`config.mk`:
```
export PLATFORM = sky130hd
export DESIGN_NAME = display_scan_ctrl_flat
export DESIGN_NICKNAME = d
export VERILOG_FILES = /design/src/rtl/display_scan_ctrl_if.sv /design/src/rtl/display_scan_ctrl.sv /design/src/flat_wrapper.sv
export SDC_FILE = /design/constraint.sdc
export NUM_CORES = 1
export LEC_CHECK = 0
export CAP_MARGIN = 20
export CORE_MARGIN = 2
export CORE_UTILIZATION = 33
export CTS_BUF_LIST = sky130_fd_sc_hd__clkbuf_4
export CTS_CLUSTER_SIZE = 20
export DETAILED_ROUTE_END_ITERATION = 16
export SYNTH_ARGS = -nofsm -noshare
export SYNTH_HDL_FRONTEND = slang
export SYNTH_SLANG_ARGS = --single-unit
```
`constraint.sdc`:
```
create_clock -name clk -period 2.73 [get_ports clk]
set_input_delay 0.273 -clock clk [delete_from_list [all_inputs] [get_ports clk]]
set_output_delay 0.273 -clock clk [all_outputs]
set_load 0.05 [all_outputs]
```
`src/rtl/display_scan_ctrl_if.sv`:
```
// Scan-controller bus: run/hold and digit mask in, digit select, anodes and tick out.
// DISPLAY_SCAN_DIMMING_EN adds the 4-bit brightness input.
interface display_scan_ctrl_if;
    logic       enable;
    logic [3:0] digit_mask;
`ifdef DISPLAY_SCAN_DIMMING_EN
    logic [3:0] brightness;
`endif
    logic [1:0] contador;
    logic [3:0] anodes;
    logic       tick;

`ifdef DISPLAY_SCAN_DIMMING_EN
    modport master (output enable, digit_mask, brightness, input contador, anodes, tick);
    modport slave  (input enable, digit_mask, brightness, output contador, anodes, tick);
`else
    modport master (output enable, digit_mask, input contador, anodes, tick);
    modport slave  (input enable, digit_mask, output contador, anodes, tick);
`endif
endinterface

```
`src/rtl/display_scan_ctrl.sv`:
```
// Refresh controller for a 4-digit multiplexed display: slot prescaler, digit select, guarded
// active-low anodes. DISPLAY_SCAN_DIMMING_EN adds a 16-step brightness duty counter.
module display_scan_ctrl #(
    parameter int unsigned DIV_COUNT    = 100000,
    parameter int unsigned GUARD_CYCLES = 500
) (
    input  logic               clk,
    input  logic               reset,
    display_scan_ctrl_if.slave scan
);
    localparam int unsigned   PW   = $clog2(DIV_COUNT);
    localparam logic [PW-1:0] PMax = PW'(DIV_COUNT - 1);

    logic [PW-1:0] p_q, p_d;
    logic [1:0]    contador_q, contador_d;
    logic [3:0]    anodes_q, anodes_d;
    logic          last_cycle;
    logic          guard_ok;
    logic          duty_ok;

    assign last_cycle = (p_q == PMax);

    always_comb begin
        p_d        = p_q;
        contador_d = contador_q;
        if (scan.enable) begin
            if (last_cycle) begin
                p_d        = '0;
                contador_d = contador_q + 2'd1;
            end else begin
                p_d = p_q + PW'(1);
            end
        end
    end

    // Guard is judged on the next prescaler value so anodes line up with the slot they show in.
    generate
        if (GUARD_CYCLES == 0) begin : g_no_guard
            assign guard_ok = 1'b1;
        end else begin : g_guard
            localparam logic [PW-1:0] Guard = PW'(GUARD_CYCLES);
            assign guard_ok = (p_d >= Guard);
        end
    endgenerate

`ifdef DISPLAY_SCAN_DIMMING_EN
    logic [3:0] q_q, q_d;

    always_comb begin
        q_d = scan.enable ? (q_q + 4'd1) : 4'd0;
    end

    assign duty_ok = (q_d <= scan.brightness);

    always_ff @(posedge clk or posedge reset) begin
        if (reset) begin
            q_q <= 4'd0;
        end else begin
            q_q <= q_d;
        end
    end
`else
    assign duty_ok = 1'b1;
`endif

    always_comb begin
        anodes_d = 4'b1111;
        if (scan.enable && guard_ok && duty_ok && scan.digit_mask[contador_d]) begin
            anodes_d[contador_d] = 1'b0;
        end
    end

    always_ff @(posedge clk or posedge reset) begin
        if (reset) begin
            p_q        <= '0;
            contador_q <= 2'd0;
            anodes_q   <= 4'b1111;
        end else begin
            p_q        <= p_d;
            contador_q <= contador_d;
            anodes_q   <= anodes_d;
        end
    end

    assign scan.contador = contador_q;
    assign scan.anodes   = anodes_q;
    assign scan.tick     = scan.enable && last_cycle;
endmodule
```
`src/flat_wrapper.sv`:
```
// flat-port wrapper written by rule: the top's interface ports become plain ports
module display_scan_ctrl_flat 
#(
    parameter int unsigned DIV_COUNT    = 100000,
    parameter int unsigned GUARD_CYCLES = 500
)
  (clk, reset, scan_enable, scan_digit_mask, scan_contador, scan_anodes, scan_tick);
  display_scan_ctrl_if scan_i ();
  input  logic clk;
  input  logic reset;
  input wire logic [$bits(scan_i.enable)-1:0] scan_enable;
  input wire logic [$bits(scan_i.digit_mask)-1:0] scan_digit_mask;
  output wire logic [$bits(scan_i.contador)-1:0] scan_contador;
  output wire logic [$bits(scan_i.anodes)-1:0] scan_anodes;
  output wire logic [$bits(scan_i.tick)-1:0] scan_tick;
  assign scan_i.enable = scan_enable;
  assign scan_i.digit_mask = scan_digit_mask;
  assign scan_contador = scan_i.contador;
  assign scan_anodes = scan_i.anodes;
  assign scan_tick = scan_i.tick;
  display_scan_ctrl #(.DIV_COUNT(DIV_COUNT), .GUARD_CYCLES(GUARD_CYCLES)) u_core (.clk(clk), .reset(reset), .scan(scan_i));
endmodule
```
Yosys cells after proc, flatten, opt, wreduce, memory -nomap -nowiden
Index checks and enable logic that the tools add are counted.
{ "op_classes": {"addsub": 2, "n_lt_le_gt_ge": 3, "eq_ne": 1, "n_mux": 9, "bitwise": 1, "n_reduce_logical": 4} }
{ "op_table": {"columns": ["operator", "n"], "rows": [
  ["$mux 17", 2],
  ["$add 17x1->17 const B", 1],
  ["$eq 17x17->1 const B", 1],
  ["$ge 17x9->1 const B", 1],
  ["$logic_and 1x1->1", 4],
  ["$mux 2", 2],
  ["$mux 4", 1],
  ["$not 4->4", 1],
  ["$lt 2x3->1 const B", 1],
  ["$add 2x1->2 const B", 1],
  ["$bmux 1 s2", 1],
  ["$demux 1 s2", 1],
  ["$ge 2x1->1 const B", 1],
  ["$mux 1", 2]
]} }
{ "totals": {"regBits": 23, "input_bits": 7, "output_inout_bits": 7, "wordCells": 23} }

Logic depth before layout (Yosys ltp)
{ "depth": {"word_depth": 9, "ltp_mapped": 9, "depth_no_buf": 7} }

Worst setup path before layout
OpenSTA, ideal clock, no wires.
{ "synth_timing": {"kind": "reg-to-reg", "from": "register u_core.p_q[5]", "to": "register u_core.anodes_q[0], in the netlist u_core.scan.anodes[0]", "setup_time_ns": 0.100, "arrival_time_ns": 2.107, "required_ns": 2.630, "slack_ns": 0.524, "stages_incl_launch_ff": 10, "n_path_buf": 3, "synth_period_minus_slack_ns": 2.206, "path_cell_list": "dfrtp_1 buf_6 or4b_4 nor4_4 and2_1 buf_6 buf_6 nand4_1 o31ai_1 nand4_1"} }
{ "synth_via": {"elab_chain_cells": 9} }
{ "synth_rtl": {"columns": ["item", "line", "rtl"], "rows": [
  ["start: declaration", "display_scan_ctrl.sv:14", "logic [PW-1:0] p_q, p_d;"],
  ["start signal: assignment", "display_scan_ctrl.sv:79", "p_q <= p_d;"],
  ["parallel branches: the longest is 8 deep, another holds $add 17x1->17", null, null],
  ["$mux 4 *", "display_scan_ctrl.sv:68", "if (scan.enable && guard_ok && duty_ok && scan.digit_mask[contador_d]) begin"],
  ["via u_core.anodes_d[0]", "display_scan_ctrl.sv:16", "logic [3:0] anodes_q, anodes_d;"],
  ["end signal: assignment", "display_scan_ctrl.sv:81", "anodes_q <= anodes_d;"],
  ["end: declaration", "display_scan_ctrl.sv:16", null]
]} }
Mark *: on every way through the listed nets, which the timed path passes. The select of a mux whose other input is x is not followed.

Worst setup path after layout
{ "layout_timing": {"from": "register u_core.p_q[6]", "to": "output scan_tick"} }
{ "layout_via": {"elab_chain_cells": 2} }
{ "layout_rtl": {"columns": ["item", "line", "rtl"], "rows": [
  ["$eq 17x17->1", "display_scan_ctrl.sv:21", "assign last_cycle = (p_q == PMax);"],
  ["$logic_and 1x1->1", "display_scan_ctrl.sv:87", "assign scan.tick = scan.enable && last_cycle;"],
  ["end: declaration", "flat_wrapper.sv:15", "output wire logic [$bits(scan_i.tick)-1:0] scan_tick;"]
]} }
No other way between the ends.

==> impl_metrics.csv <==
group,metric,value,unit
status,status,"finished clean",
power_and_ir_drop,internal_power,0.494,mW
cells_and_area,final_core_util,39.7,%
grt,overflow,0,
clocking,cts-root-buf,"clkbuf_4",
grt,grtUsageTotal,13.2,%
sta,relSlewSlack,41.5,%
min_path,hold_class,"input port to asynchronous set/reset pin",
sta,hold_viol_final,0,
clocking,cts_buffers,3,
logic_synthesis,synth-simple-area-share,28.5,%
sta,finClkSkew,0.00692,ns
floorplanning,fp-row-count,23,
placed_design,portBuffers,13,
clocking,htreeDepth,1,
worst_setup_path,reg2regPathDepth,7,
cells_and_area,nFillCells,394,
detailed_routing,ant_nets,0,
sta,worstMarginPinSlew,0.876,ns
detailed_routing,drc_errors,0,
floorplanning,core-area,3970,um^2
logic_synthesis,synthXorXnorAreaFrac,11.7,%
logic_synthesis,synth_edf_count,0,
logic_synthesis,synth_compound_area_share,9.02,%
sta,period_needed,2.54,ns
clocking,clk_path_buf_depth,2,
worst_setup_path,worstPathCellList,"or4b_4 -> nor4_4 -> and2_1 -> buf_4 -> buf_12",
grt,grt_pass1_vias,956,
grt,antenna_found_initial,0,
detailed_routing,firstDrtPassIters,4,
power_and_ir_drop,peakVddDrop,0.191,mV
detailed_routing,num_vias,1091,
detailed_routing,viasPerCell,5.32,
flow_run,maxCapViolations,0,
sta,tns,0,ns
floorplanning,ioPinCount,14,
sta,rsz0062_at_grt,"no",
worst_setup_path,crit_arrival,2.26,ns
logic_synthesis,synth_top_family_by_area,"simple AND/OR/NAND/NOR gates",
logic_synthesis,synthCells,140,
logic_synthesis,mappedNetlistArea,1360,um^2
power_and_ir_drop,pwr-share-seq,58.3,%
grt,grt_max_degree,24,
sta,setup_viol_count_final,0,
sta,fmax,0.394,GHz
power_and_ir_drop,p_sw,0.234,mW
logic_synthesis,synth-seq-cells,23,
clocking,post_cts_buffers,0,
power_and_ir_drop,cellLeakagePower,0.656,nW
clocking,clock_sinks,23,
power_and_ir_drop,power_frac_clock,21.7,%
cells_and_area,antennaDiodeCount,0,
detailed_routing,routed_wl,2.80,mm
worst_setup_path,endpoint_kind,"primary output",
detailed_routing,wl_per_cell,13.7,um
logic_synthesis,async_reset_ff_share,100,%
floorplanning,die_h,68.2,um
cells_and_area,final_common_cell,"dfrtp_1",
sta,min_period_over_period,92.9,%
worst_setup_path,cp.required,2.46,ns
placed_design,pre_cts_ws,0.362,ns
floorplanning,dieWidth,68.2,um
cells_and_area,final_layout_size_suffix_gt1_share,12.9,%
worst_setup_path,critPathMaxStageDelay,0.54,ns
power_and_ir_drop,switching_share,32.2,%
logic_synthesis,synthMuxAreaShare,1.47,%
logic_synthesis,syn_avg_cell_area,9.71,um^2
cells_and_area,final_nets,164,
sta,setup_slack,0.194,ns
clocking,insertion_delay,0.31,ns
power_and_ir_drop,finalPower,0.728,mW
worst_setup_path,worstSetupStartpointType,"flip-flop",
worst_setup_path,path_class,"flip-flop to primary output",
power_and_ir_drop,p_comb_share,20.1,%
floorplanning,dieArea,4650,um^2
worst_setup_path,crit_slowest_cell,"or4b_4",
floorplanning,initial_core_util,34.2,%
logic_synthesis,synthAdderAreaFrac,0.921,%
clocking,clk_pin_slew,0.13,ns
logic_synthesis,synth.net_count,148,
clocking,postCtsHoldBufs,0,
logic_synthesis,yosys_most_used_dff,"dfrtp_1",
logic_synthesis,synth_seq_area_share,42.7,%
worst_setup_path,crit_fanout,7,
logic_synthesis,yosysWarnings,0,
grt,grt_first_pass_wirelength,4.59,mm
clocking,post_cts_resized,0,
sta,slew_viol_final,0,
clocking,cts_tree,"built",
power_and_ir_drop,p_per_area,462,nW/um^2
logic_synthesis,synth_cell_type_count,41,
cells_and_area,area_growth,16.0,%
cells_and_area,layout_common_cells,"dfrtp_1, nor2_1, nand3_1, clkdlybuf4s50_1",
placed_design,globalplace.congestion,0.844,
placed_design,hpwl,2.10,mm
detailed_routing,drt_iter0_drc,89,
==> registers in the layout (all words and copies together), names as in the netlist <==
signal / cells
u_core.scan.anodes: 4
u_core.scan.contador: 2
u_core.p_q: 17
==> worst max-delay path: cells and delay by family (launching register included) <==
| kind | cells | cell delay [ns] |
|---|---|---|
| buf+inv | 2 | 0.31 |
| simple gates | 3 | 1.19 |
| flops | 1 | 0.45 |
==> Yosys cell counts, drive strengths merged, types with 2 or more instances <==
master | count | share of area [%]
and3 | 3 | 1.4
or3 | 3 | 1.4
nand4b | 2 | 1.3
dfstp | 4 | 7.7
nand4 | 9 | 4.1
o2111ai | 2 | 1.3
clkbuf | 4 | 1.2
mux2i | 2 | 1.5
buf | 5 | 3.6
nor3 | 3 | 1.1
nor2 | 13 | 3.6
xnor2 | 6 | 3.9
and2 | 2 | 0.92
a21oi | 3 | 1.1
nor4 | 4 | 2.9
nand2 | 9 | 2.5
o21ai | 4 | 1.5
nand3 | 12 | 4.4
dfrtp | 19 | 35
nor2b | 2 | 0.92
o31ai | 2 | 1.1
inv | 3 | 0.83
xor2 | 10 | 7.8
==> routing by layer <==
metal	track usage (%)	vias to the layer above	share of wire [%]
li1	-	540	-
met3	3.95	6	6.1
met5	0	-	0
met2	20.4	35	44
met1	17.9	510	48
met4	3.75	0	1.5
==> kinds of logic (layout without fill, tap and decap cells) <==
kind of cell | Yosys count | count (layout)
simple gates | 68 | 68
flops | 23 | 23
compound gates | 18 | 18
xor+xnor | 16 | 16
buf+inv | 12 | 27
mux | 2 | 2
fa+ha+maj | 1 | 1
==> per-stage QoR <==
stage                     hold WS, ns  std cells  area (um^2)
after global placement          0.516        201         1550
after global routing            0.490        205         1580
after detailed placement        0.521        201         1550
after floorplan                 0.272        140         1360
final                           0.423        205         1580
after CTS                       0.457        205         1580
==> power by group through the flow <==
stage | logic, mW | clock network (mW) | registers [mW]
2_1_floorplan | 0.135 | 0 | 0.409
3_3_place_gp | 0.140 | 0 | 0.430
3_5_place_dp | 0.145 | 0 | 0.431
4_1_cts | 0.146 | 0.170 | 0.424
5_1_grt | 0.162 | 0.185 | 0.433
6_report | 0.146 | 0.158 | 0.424
==> worst paths after layout <==
kind,slack [ns],end,start
max in group asynchronous,1.76,u_core.p_q[7],reset
min in group clk,0.53,u_core.p_q[8],u_core.p_q[8]
worst max-delay path,0.19,scan_tick,u_core.p_q[6]
worst min-delay path,0.42,u_core.p_q[3],reset
worst max register to register,0.34,u_core.scan.anodes[2],u_core.p_q[6]
worst min register to register,0.53,u_core.p_q[8],u_core.p_q[8]
==> area by class of cell <==
| type | instances | area [um^2] | area share [%] |
|---|---|---|---|
| clock buffer | 3 | 22.5 | 1.43 |
| clock inverter | 1 | 5.00 | 0.317 |
| inverter | 3 | 11.3 | 0.714 |
| multi-input combinational | 105 | 702 | 44.5 |
| sequential | 23 | 581 | 36.8 |
| tap | 50 | 62.6 | 3.97 |
| timing repair buffer | 20 | 193 | 12.2 |
Power figures use the tool's default switching activity.
